===== src/rtl/obi_rr_arbiter_pkg.sv =====
// obi_rr_arbiter_pkg: shared OBI subordinate types and arbiter constants.
package obi_rr_arbiter_pkg;
   localparam int unsigned ArbMaxTrans = 4;
   localparam int unsigned ArbMaxMgr = 8;
   localparam int unsigned IdWidth = 1;
   typedef logic [$clog2(ArbMaxMgr)-1:0] arb_idx_t;
   typedef enum logic {UNLOCKED, LOCKED} lock_e;
   typedef struct packed {
      logic [31:0]        addr;
      logic               we;
      logic [3:0]         be;
      logic [31:0]        wdata;
      logic [IdWidth-1:0] aid;
      logic               a_optional;
   } sbr_obi_a_t;
   typedef struct packed {
      logic       req;
      sbr_obi_a_t a;
   } sbr_obi_req_t;
   typedef struct packed {
      logic [31:0] rdata;
      logic        err;
   } sbr_obi_r_t;
   typedef struct packed {
      logic       gnt;
      logic       rvalid;
      sbr_obi_r_t r;
   } sbr_obi_rsp_t;
endpackage


===== src/rtl/obi_id_fifo.sv =====
// obi_id_fifo: synchronous FIFO holding the manager index of each outstanding transaction.
module obi_id_fifo #(
   parameter int unsigned Depth = 4,
   parameter int unsigned Width = 1,
   localparam int unsigned PtrW = (Depth > 1) ? $clog2(Depth) : 1,
   localparam int unsigned CntW = $clog2(Depth + 1)
) (
   input  logic             clk_i,
   input  logic             rst_i,
   input  logic             push_i,
   input  logic             pop_i,
   input  logic [Width-1:0] data_i,
   output logic [Width-1:0] data_o,
   output logic             full_o,
   output logic             empty_o,
   output logic [CntW-1:0]  count_o
);
   logic [Width-1:0] r_mem [Depth];
   logic [PtrW-1:0]  r_wr, r_rd;
   logic [CntW-1:0]  r_cnt;
   logic             w_push, w_pop;
   function automatic logic [PtrW-1:0] ptr_inc(input logic [PtrW-1:0] p);
      return (p == PtrW'(Depth - 1)) ? '0 : p + 1'b1;
   endfunction
   assign full_o  = (r_cnt == CntW'(Depth));
   assign empty_o = (r_cnt == '0);
   assign count_o = r_cnt;
   assign data_o  = r_mem[r_rd];
   assign w_push  = push_i & ~full_o;
   assign w_pop   = pop_i & ~empty_o;
   always_ff @(posedge clk_i) begin
      if (w_push) r_mem[r_wr] <= data_i;
   end
   always_ff @(posedge clk_i) begin
      if (rst_i) begin
         r_wr  <= '0;
         r_rd  <= '0;
         r_cnt <= '0;
      end else begin
         if (w_push) r_wr <= ptr_inc(r_wr);
         if (w_pop) r_rd <= ptr_inc(r_rd);
         r_cnt <= r_cnt + CntW'(w_push) - CntW'(w_pop);
      end
   end
endmodule


===== src/rtl/obi_rr_arbiter.sv =====
// obi_rr_arbiter: round-robin share of one OBI subordinate among NumMgr managers,
// responses routed back in order through an ID FIFO.
module obi_rr_arbiter
   import obi_rr_arbiter_pkg::*;
#(
   parameter int unsigned NumMgr = 2,
   parameter int unsigned MaxTrans = ArbMaxTrans,
   localparam int unsigned IdxW = (NumMgr > 1) ? $clog2(NumMgr) : 1,
   localparam int unsigned CntW = $clog2(MaxTrans + 1)
) (
   input  logic                     clk_i,
   input  logic                     rst_i,
   input  logic [NumMgr-1:0]        mgr_req_i,
   input  logic [NumMgr-1:0][31:0]  mgr_addr_i,
   input  logic [NumMgr-1:0]        mgr_we_i,
   input  logic [NumMgr-1:0][3:0]   mgr_be_i,
   input  logic [NumMgr-1:0][31:0]  mgr_wdata_i,
   output logic [NumMgr-1:0]        mgr_gnt_o,
   output logic [NumMgr-1:0]        mgr_rvalid_o,
   output logic [NumMgr-1:0][31:0]  mgr_rdata_o,
   output logic [NumMgr-1:0]        mgr_err_o,
   output sbr_obi_req_t             sbr_req_o,
   input  sbr_obi_rsp_t             sbr_rsp_i,
   output logic                     busy_o,
   output logic                     spurious_o
);
   lock_e            r_state, w_state_nxt;
   logic [IdxW-1:0]  r_sel, r_rr_ptr, w_rr_sel, w_sel, w_idx, w_head;
   logic [CntW-1:0]  w_count;
   logic             w_full, w_empty, w_hs, w_pop, r_spurious;
   always_comb begin
      w_rr_sel = r_rr_ptr;
      w_idx = '0;
      for (int k = NumMgr - 1; k >= 0; k--) begin
         w_idx = IdxW'((int'(r_rr_ptr) + k) % NumMgr);
         if (mgr_req_i[w_idx]) w_rr_sel = w_idx;
      end
   end
   // A stalled address phase keeps its manager until granted
   always_ff @(posedge clk_i) begin
      if (rst_i) r_state <= UNLOCKED;
      else r_state <= w_state_nxt;
   end
   always_comb begin
      w_state_nxt = (r_state == UNLOCKED) ? ((sbr_req_o.req & ~sbr_rsp_i.gnt) ? LOCKED : UNLOCKED)
                                          : (w_hs ? UNLOCKED : LOCKED);
   end
   always_comb begin
      w_sel = (r_state == LOCKED) ? r_sel : w_rr_sel;
   end
   always_comb begin
      sbr_req_o = '0;
      sbr_req_o.req = ~w_full & mgr_req_i[w_sel];
      sbr_req_o.a.addr = mgr_addr_i[w_sel];
      sbr_req_o.a.we = mgr_we_i[w_sel];
      sbr_req_o.a.be = mgr_be_i[w_sel];
      sbr_req_o.a.wdata = mgr_wdata_i[w_sel];
      sbr_req_o.a.aid = IdWidth'(w_sel);
   end
   assign w_hs = sbr_req_o.req & sbr_rsp_i.gnt;
   assign w_pop = sbr_rsp_i.rvalid & ~w_empty;
   always_ff @(posedge clk_i) begin
      if (rst_i) begin
         r_sel      <= '0;
         r_rr_ptr   <= '0;
         r_spurious <= 1'b0;
      end else begin
         if (r_state == UNLOCKED && w_state_nxt == LOCKED) r_sel <= w_sel;
         if (w_hs) r_rr_ptr <= (w_sel == IdxW'(NumMgr - 1)) ? '0 : w_sel + 1'b1;
         if (sbr_rsp_i.rvalid & w_empty) r_spurious <= 1'b1;
      end
   end
   obi_id_fifo #(.Depth(MaxTrans), .Width(IdxW)) u_fifo (
      .clk_i   (clk_i),
      .rst_i   (rst_i),
      .push_i  (w_hs),
      .pop_i   (w_pop),
      .data_i  (w_sel),
      .data_o  (w_head),
      .full_o  (w_full),
      .empty_o (w_empty),
      .count_o (w_count)
   );
   assign mgr_gnt_o    = w_hs ? (NumMgr'(1) << w_sel) : '0;
   assign mgr_rvalid_o = w_pop ? (NumMgr'(1) << w_head) : '0;
   assign mgr_err_o    = (w_pop & sbr_rsp_i.r.err) ? (NumMgr'(1) << w_head) : '0;
   assign mgr_rdata_o  = {NumMgr{sbr_rsp_i.r.rdata}};
   assign busy_o       = (w_count != '0);
   assign spurious_o   = r_spurious;
   a_lock_req_held: assert property (@(posedge clk_i) disable iff (rst_i)
      (r_state == LOCKED) |-> mgr_req_i[r_sel]);
endmodule


===== config.mk =====
export PLATFORM = sky130hd
export DESIGN_NAME = obi_rr_arbiter
export DESIGN_NICKNAME = d
export VERILOG_FILES = /design/src/rtl/obi_rr_arbiter_pkg.sv /design/src/rtl/obi_id_fifo.sv /design/src/rtl/obi_rr_arbiter.sv
export SDC_FILE = /design/constraint.sdc
export NUM_CORES = 1
export LEC_CHECK = 0
export BUFFER_PORTS_ARGS = -buffer_cell sky130_fd_sc_hd__buf_2
export CORE_AREA = 2 2 124 126
export CTS_CLUSTER_DIAMETER = 50
export DETAILED_ROUTE_END_ITERATION = 8
export DIE_AREA = 0 0 126 128
export SLEW_MARGIN = 20
export SYNTH_ARGS = -nofsm -noshare
export SYNTH_HDL_FRONTEND = slang
export SYNTH_HIERARCHICAL = 1
export SYNTH_SLANG_ARGS = --single-unit
export TNS_END_PERCENT = 50

===== constraint.sdc =====
create_clock -name clk_i -period 3.9 [get_ports clk_i]
set_input_delay 0.195 -clock clk_i [delete_from_list [all_inputs] [get_ports clk_i]]
set_output_delay 0.195 -clock clk_i [all_outputs]
set_load 0.005 [all_outputs]

==> key figures <==
Outcome
  • Outcome: complete, no violations

Logic synthesis
  • Synth area leaders: mux2_4, buf_4, dfxtp_1
  • Xor and xnor area share after synthesis: 0.340%
  • Post-Synthesis Net Count: between 400 and 500
  • Post-synth top area cell: mux2_4
  • Syn Std Cell Area: 0.00258 mm2
  • EDFF count, synth: 4
  • Main synth FF type: dfxtp_1
  • Avg Cell Area, Syn: 11.0 um2
  • Largest family of logic cells by synthesized area: multiplexers
  • Synth Area in Simple Gates: 7.48%
  • Commonest cells in the netlist: mux2_4, buf_4, dfxtp_1
  • Adder-Cell Fraction of Synth Area: approximately 4.2%
  • Yosys top cell area share: 39.0%
  • Synth Register Bits: 17
  • Syn Inst Count: 235
  • Async SR Flop Fraction: 0%
  • Mux cell area share after synthesis: 41.6%
  • Count leader, synth: mux2_4
  • Synth unique cells: 40
  • Compound-Gate Fraction of Synth Area: under 10%
  • Synth warn: 6
  • Post-synthesis sequential area ratio: 14.8%

GRT
  • Vias in the first global route: approximately 2,100
  • First-pass GRT wire length: between 10,000 and 15,000 um
  • Total Routing Usage GR: 10.0%
  • Initial antenna violation count: 1
  • Gr ovfl total: 0
  • Largest net degree at the start of global routing: 59

Setup path
  • CP Class: flip-flop to flip-flop
  • Crit path required time: 4.07 ns
  • R2r worst-path depth: 14
  • Critical Path Most Common Cell: inv_1
  • CP endpoint kind: flip-flop
  • CP arrival: 3.18 ns
  • Worst path top cell family by delay: simple AND/OR/NAND/NOR gates
  • Slowest cell delay on critical path: 0.45 ns
  • R2r setup slk: 0.90 ns
  • Crit-path max FO: 12
  • Worst path cell trace: or3b_1 > inv_1 > inv_1 > o2111a_1 > and2_4 > inv_1 > ha_1 > inv_1 > ha_1 > inv_1 > fa_1 > xor2_1 > and2_2 > nor3_1
  • CP max stage cell: dfxtp_1
  • R2R Path End: u_fifo/count_o[2]$_SDFF_PP0_
  • CP Launch Type: flip-flop
  • CP Buf/Inv Count: 5
  • Worst R2R Start: u_fifo/count_o[1]$_SDFF_PP0_

Final layout
  • Area growth from synthesis to layout: 31.1%
  • Post-route core utilization: 22.7%
  • Design area: 0.00338 mm2
  • Layout Nets: 573
  • Antenna Cells: 0
  • Share of layout cells above drive strength 1: 78.6%
  • Fillers: approximately 1,600

CTS
  • Clock Latency Late Sink: 0.25 ns
  • CTS tree: built
  • H-tree depth: 1
  • Post-CTS Setup Bufs: 0
  • Hold_buf cts: 0
  • Root Driver: clkbuf_16
  • Clock Sinks: 17
  • CTS clk-pin slew, worst paths: 0.05 ns
  • Post-CTS sizing: 0
  • TritonCTS Buffers: 3
  • Max Buffers Root-to-Sink: 2

Power and ir drop
  • Leakage power: 1.95 nW
  • Worst vdd ir: around 0.00013 V
  • Pwr per Cell Area: 354 mW/mm2

Die
  • DIE HEIGHT: 128 um
  • Rows: 45
  • Die width: around 130 um
  • Die area: approximately 0.016 mm2
  • IO Pins: approximately 320
  • Core ar.: approximately 0.015 mm2
  • Initial Utilization: 17.3%

STA
  • F_max: roughly 0.33 GHz
  • Fin Hold WS: approximately 0.19 ns
  • Final min period: 3.00 ns
  • Endpoints failing hold: 0
  • Final worst slack: 0.895 ns
  • RSZ-0062 raised after global routing: no
  • Crit share post-route: 77.0%
  • Slew @ Worst Pin: 0.536 ns
  • Setup_tns: 0 ns
  • Setup violations, final: 0
  • Final Max Slew Viols: 0
  • Worst Clk Skew: 0.00365 ns
  • Slew headroom: 64.0%

Routing
  • 1st-iter DRT viols: 43
  • DRC viols: 0
  • Routed Antenna Nets: 0
  • Routed wire length per instance: roughly 16 um
  • Routed wire length: 9060 um
  • Pre-antenna DRT Iters: 4
  • Routed vias: 2,163
  • Vias per cell: around 3.8

Worst hold path
  • Hold Crit Depth: 3
  • Worst hold path class: input pin to flip-flop
  • Hold Path Origin: sbr_rsp_i[33]
  • Hold EP: spurious_o$_SDFFE_PP0P_

Placed design
  • DP Wirelength: 8090 um
  • RD Place Congestion: a little over 0.7
  • I/O Buffers: about 220
  • DP Area: between 0.003 and 0.004 mm2
  • Pre-CTS worst setup slack: 0.927 ns

Flow run
  • MaxCap Viol Count: 0
## layout by cell type, fill, tap and decap left out, types with 4 or more instances in the layout
| cell type | instances |
|---|---|
| buf_2 | 223 |
| mux2_4 | 67 |
| dfxtp_1 | 13 |
| inv_1 | 9 |
| nor2_1 | 7 |
| ha_1 | 7 |
| a21oi_1 | 5 |
| and2_1 | 4 |
| and3_1 | 4 |
| nor3_1 | 4 |
| edfxtp_1 | 4 |
## metrics by stage
| stage | std cells | power, mW |
|---|---|---|
| finish | 575 | 1.20 |
| global route | 575 | 1.29 |
| CTS | 575 | 1.22 |
| detailed placement | 571 | 1.00 |
| global placement | 571 | 1.00 |
| floorplan | 235 | 0.834 |
## power by group
part	total, mW	leakage, nW	internal (mW)	switching [mW]
Sequential	0.252	0.144	0.219	0.0335
Clock	0.207	0.0409	0.137	0.0693
Combinational	0.738	1.77	0.428	0.310
## worst max-delay path by stage
stage                                   end  slack, ns  depth (start not counted)                    startpoint
2_1_floorplan  u_fifo/count_o[2]$_SDFF_PP0_       1.23                         15  u_fifo/count_o[2]$_SDFF_PP0_
3_3_place_gp   u_fifo/count_o[2]$_SDFF_PP0_       1.00                         14  u_fifo/count_o[1]$_SDFF_PP0_
3_5_place_dp   u_fifo/count_o[2]$_SDFF_PP0_       0.93                         14  u_fifo/count_o[1]$_SDFF_PP0_
4_1_cts        u_fifo/count_o[2]$_SDFF_PP0_       0.91                         14  u_fifo/count_o[1]$_SDFF_PP0_
5_1_grt        u_fifo/count_o[2]$_SDFF_PP0_       0.61                         14  u_fifo/count_o[1]$_SDFF_PP0_
6_report       u_fifo/count_o[2]$_SDFF_PP0_       0.90                         14  u_fifo/count_o[1]$_SDFF_PP0_
## layer usage
| metal | vias to the layer above | routed length (um) | part of all wire, % | GRT usage (%) |
|---|---|---|---|---|
| met2 | 183 | 3970 | 44 | 15.0 |
| met3 | 7 | 1750 | 19 | 8.26 |
| li1 | 1045 | - | - | - |
| met4 | 2 | 45 | 0.50 | 1.36 |
| met5 | - | 14 | 0.15 | 0 |
| met1 | 926 | 3280 | 36 | 11.4 |
## worst min-delay path: cells and delay by family
family	cells	cell delay (ns)
compound gates	1	0.05
buf+inv	1	0.09
simple gates	1	0.07
## cell families after synthesis
family | Yosys count
other | 1
and+or+nand+nor | 34
adders and majority gates | 8
xor gates and xnor gates | 1
muxes | 72
buffers and inverters | 85
DFF | 17
AOI/OAI and AO/OA | 17
## cell type report
type | instances | area (um2) | share of cell area, %
clock buffers | 3 | 75.1 | 2.22
flip-flops and latches | 17 | 380 | 11.3
multi-input cells | 133 | 1510 | 44.8
clock inverters | 1 | 5.00 | 0.148
inverters | 9 | 33.8 | 1.00
repair buffers | 224 | 1140 | 33.6
well taps | 188 | 235 | 6.96
Note: power is estimated with default switching activity, not from simulation.
